<file path="src/rtl/sub_cla32_seq.sv">
// Sequential A - B - Bin subtractor: one NW-bit carry-lookahead slice per clock,
// with the inter-slice carry held in a register and a start/busy/done handshake.
module sub_cla32_seq #(
  parameter int DW = 32,
  parameter int NW = 4
) (
  input  logic          i_clk,
  input  logic          i_rst,
  input  logic          i_start,
  input  logic [DW-1:0] i_A,
  input  logic [DW-1:0] i_B,
  input  logic          i_Bin,
  output logic [DW-1:0] o_D,
  output logic          o_Bout,
  output logic          o_V,
  output logic          o_busy,
  output logic          o_done
);

  localparam int NS = DW / NW;
  localparam int CW = (NS > 1) ? $clog2(NS) : 1;

  typedef enum logic [1:0] {IDLE, RUN, DONE} state_t;

  state_t        state_q, state_d;
  logic [CW-1:0] cnt_q, cnt_d;
  logic [DW-1:0] a_q, a_d, bn_q, bn_d, work_q, work_d, d_q, d_d;
  logic          c_q, c_d, bout_q, bout_d, v_q, v_d;

  logic [NW-1:0] sa, sb, sg, sp, sSum;
  logic [NW:0]   sc;
  logic          term;

  // Subtraction is A + ~B + ~Bin; each carry is built as a flat sum of
  // generate terms gated by the propagates above them (lookahead, not ripple).
  always_comb begin
    sa    = a_q[cnt_q*NW +: NW];
    sb    = bn_q[cnt_q*NW +: NW];
    sg    = sa & sb;
    sp    = sa ^ sb;
    sc    = '0;
    term  = 1'b0;
    sc[0] = c_q;
    for (int i = 0; i < NW; i++) begin
      for (int j = 0; j <= i; j++) begin
        term = sg[j];
        for (int k = j + 1; k <= i; k++) term = term & sp[k];
        sc[i+1] = sc[i+1] | term;
      end
      term = c_q;
      for (int k = 0; k <= i; k++) term = term & sp[k];
      sc[i+1] = sc[i+1] | term;
    end
    sSum = sp ^ sc[NW-1:0];
  end

  always_comb begin
    state_d = state_q;
    cnt_d   = cnt_q;
    a_d     = a_q;
    bn_d    = bn_q;
    c_d     = c_q;
    work_d  = work_q;
    d_d     = d_q;
    bout_d  = bout_q;
    v_d     = v_q;
    case (state_q)
      IDLE: begin
        if (i_start) begin
          a_d     = i_A;
          bn_d    = ~i_B;
          c_d     = ~i_Bin;
          cnt_d   = '0;
          work_d  = '0;
          state_d = RUN;
        end
      end
      RUN: begin
        work_d[cnt_q*NW +: NW] = sSum;
        c_d   = sc[NW];
        cnt_d = cnt_q + 1'b1;
        // Last slice: publish the complete result in one step.
        if (cnt_q == CW'(NS - 1)) begin
          cnt_d   = '0;
          state_d = DONE;
          d_d     = work_d;
          bout_d  = ~sc[NW];
          v_d     = (a_q[DW-1] ^ ~bn_q[DW-1]) & (work_d[DW-1] ^ a_q[DW-1]);
        end
      end
      DONE:    state_d = IDLE;
      default: state_d = IDLE;
    endcase
  end

  always_ff @(posedge i_clk) begin
    if (i_rst) begin
      state_q <= IDLE;
      cnt_q   <= '0;
      a_q     <= '0;
      bn_q    <= '0;
      c_q     <= 1'b0;
      work_q  <= '0;
      d_q     <= '0;
      bout_q  <= 1'b0;
      v_q     <= 1'b0;
    end else begin
      state_q <= state_d;
      cnt_q   <= cnt_d;
      a_q     <= a_d;
      bn_q    <= bn_d;
      c_q     <= c_d;
      work_q  <= work_d;
      d_q     <= d_d;
      bout_q  <= bout_d;
      v_q     <= v_d;
    end
  end

  assign o_D    = d_q;
  assign o_Bout = bout_q;
  assign o_V    = v_q;
  assign o_busy = (state_q != IDLE);
  assign o_done = (state_q == DONE);

endmodule
</file>
<file path="config.mk">
export PLATFORM = sky130hd
export DESIGN_NAME = sub_cla32_seq
export DESIGN_NICKNAME = d
export VERILOG_FILES = /design/src/rtl/sub_cla32_seq.sv
export SDC_FILE = /design/constraint.sdc
export NUM_CORES = 1
export LEC_CHECK = 0
export ABC_CLOCK_PERIOD_IN_PS = 3000
export CORE_MARGIN = 4
export CORE_UTILIZATION = 49
export CTS_BUF_LIST = sky130_fd_sc_hd__clkbuf_8
export DETAILED_ROUTE_END_ITERATION = 8
export PLACE_DENSITY_LB_ADDON = 0.3
export SYNTH_ARGS = -nofsm -noshare
export SYNTH_HDL_FRONTEND = slang
export SYNTH_SLANG_ARGS = --single-unit
</file>
<file path="constraint.sdc">
create_clock -name i_clk -period 3 [get_ports i_clk]
set_input_delay 0.3 -clock i_clk [delete_from_list [all_inputs] [get_ports i_clk]]
set_output_delay 0.3 -clock i_clk [all_outputs]
set_load 0.1 [all_outputs]
</file>
==> metrics.yaml <==
worst_setup_path:
  worstSetupStartpointType: "flop"
  r2r_slack_ns: 0.17
  path_class: "reg2reg"
  crit_required_ns: 3.36
  end_kind: "flop"
  ff2ff_path_depth: 11
  cp.arrival_ns: 3.18
  worstPathMaxFanout: 17
logic_synthesis:
  synth_area_per_cell_sq_um: 8.76
  synth_flop_cell: "dfxtp_1"
  synth.largest_area_cell: "dfxtp_1"
  synthesis.nets: 756
  synth_top_area_share_pct: 45.8
  ys_seq_area_share_pct: 45.8
  ys_warn_count: 0
  ys_seq_elements: 136
  synth_cell_types: 51
  syn_area_sq_um: 5940
  synthArstFlopShare_pct: 0
  synth_edf_count: 0
  syn_inst: 678
  synthTopCellsByArea: "dfxtp_1 (46%), nand2_1 (7.3%), a211oi_1 (6.7%), nor2_1 (6.6%), mux4_2 (6.1%)"
sta:
  setup_violations: 0
  hold_slack_ns: 0.418
  clock_skew_ns: 0.0104
  relSlewSlack_pct: 43.7
  slew_viol_final: 0
  max_freq_mhz: 354
  post-route-period-util_pct: 94.2
  max_slew.worst_pin.slew_ns: 0.844
  post-route-min-period_ns: 2.83
  fin_ws_ns: 0.174
  hold_viol_final: 0
cells_and_area:
  area_delta_synth_final_pct: 26.3
  mostFrequentLayoutCells: "dfxtp_1 (134), nand2_1 (116), nor2_1 (105)"
  regArea_sq_um: 2730
  final_nets: 847
  multi_input_area_sq_um: 2980
  stdcell_area_sq_um: 7500
  fillers: 967
  final_util_pct: 64.3
  drive_above_1_share_pct: 16.4
  diodes: 0
  final_common_cell: "dfxtp_1"
drt:
  drtIter0Drc: 305
  drt_wl_total_mm: 14.9
  routed-via-count: 5232
  vias_per_cell: 5.66
  drc_errors: 0
  drtAntennaViolNets: 0
  dr.pass1.iters: 5
  wire_per_inst_um: 16.1
run:
  cap_violations: 0
placed_design:
  gp_congestion: 0.817
  placed_area_sq_um: 7050
  place_ws_ns: 0.0747
  portBuffers: 103
  dp_hpwl_mm: 10.5
floorplanning:
  dieArea_sq_um: 13900
  fp-row-count: 39
  start_util_pct: 50.9
  die_w_um: 118
  coreArea_sq_um: 11700
  die_h_um: 118
  ios: 104
grt:
  grtUsageTotal_pct: 21.4
  grt_max_degree: 81
  grt_pass1_vias: 5254
  grt_pass1_wl_mm: 24.7
  antenna_found_initial: 0
  grt-ovfl-total: 0
clock_tree:
  insertion_delay_ns: 0.43
  cts_buffer_depth: 2
  root_buffer: "clkbuf_8"
  cts_buffers: 17
  clock-sinks: 136
  hold_buffers: 0
  cts_tree: "built"
  cts_max_level: 4
  worst_setup_hold_path_clk_slew_ns: 0.07
pwr:
  net-switching-power_mw: 1.07
  power.leakage_nw: 2.75
  power_frac_clock_pct: 40.0
  switching_share_pct: 25.6
  p_int_mw: 3.10
  p_per_area_nw_per_um2: 556
  power_frac_comb_pct: 13.9
  seq_power_share_pct: 46.1
  vdd_drop_max_uv: 300
min_path:
  worstHoldPathType: "in2reg"
  holdPathStages: 3
status:
  status: "completed"
[stage by stage]
stage	TNS, ns	power [mW]	std cells
after floorplan	0	2.31	678
after global placement	0	2.52	893
after detailed placement	0	2.54	893
after CTS	0	4.19	925
after global routing	-0.00990	4.35	925
final	0	4.17	925
[cells in the mapped netlist (4+ instances only)]
master / number
a211oi_1: 53
a21oi_1: 55
a22oi_1: 10
a311oi_1: 4
a32oi_1: 9
buf_2: 15
clkbuf_1: 38
dfxtp_1: 136
ha_1: 9
mux2i_1: 14
mux4_2: 16
nand2_1: 116
nand2b_1: 12
nand3_1: 10
nor2_1: 105
nor2b_1: 5
nor3_1: 12
o21ai_0: 6
o32ai_1: 6
[final timing paths]
| path | start | to |
|---|---|---|
| worst max-delay path | cnt_q[0]$_SDFFE_PP0P_ | o_V$_SDFFE_PP0P_ |
| worst min-delay path | i_A[11] | a_q[11]$_SDFFE_PP0P_ |
| worst max register to register | cnt_q[0]$_SDFFE_PP0P_ | o_V$_SDFFE_PP0P_ |
| worst min register to register | a_q[27]$_SDFFE_PP0P_ | a_q[27]$_SDFFE_PP0P_ |
[area by class of cell]
| class | instances | area share, % |
|---|---|---|
| multi-input cells | 483 | 39.7 |
| flip-flops and latches | 136 | 36.4 |
| repair buffers | 128 | 15.4 |
| clock buffers | 20 | 3.67 |
| well taps | 143 | 2.38 |
| clock inverters | 12 | 2.30 |
| inverters | 3 | 0.150 |
[sequential cells by signal, indices dropped and copies added, names as in the netlist]
register and flops:
o_V 1, o_Bout 1, cnt_q 3, state_q 2, c_q 1, work_q 32, a_q 32, bn_q 32
o_D 32
[what timing repair did]
item,in CTS,in global routing
buffers inserted,0,0
gates resized for setup,0,3
endpoints found under the setup margin,0,25
[power groups by stage]
stage | clock (mW) | combinational [mW] | sequential (mW)
6_report | 1.67 | 0.579 | 1.92
5_1_grt | 1.78 | 0.636 | 1.93
3_3_place_gp | 0 | 0.551 | 1.96
3_5_place_dp | 0 | 0.572 | 1.97
4_1_cts | 1.69 | 0.575 | 1.92
2_1_floorplan | 0 | 0.375 | 1.94
[logic make-up after synthesis]
kind of cell / synth area share [%]
AOI/OAI and AO/OA: 18.2
and+or+nand+nor: 20.3
muxes: 8.62
xor gates and xnor gates: 0.590
buffers and inverters: 4.17
adders and majority gates: 2.23
DFF: 45.8
[per-layer routing]
| layer | vias up | share of wire [%] | track usage, % |
|---|---|---|---|
| li1 | 2565 | - | - |
| met1 | 2435 | 41 | 25.9 |
| met2 | 193 | 49 | 35.2 |
| met3 | 39 | 6.2 | 6.01 |
| met4 | 0 | 3.0 | 10.2 |
| met5 | - | 0 | 0 |
[worst max-delay path: stages (launching register included)]
cell and delay, ns:
dfxtp_4 0.44, mux4_2 0.51, nand2_1 0.09, nand2_1 0.12, ha_1 0.32, ha_1 0.20
o211ai_1 0.16, nand2_1 0.13, xor2_2 0.16, buf_6 0.16, or2_2 0.30, a31oi_1 0.16
Note: power is estimated with default switching activity, not from simulation.
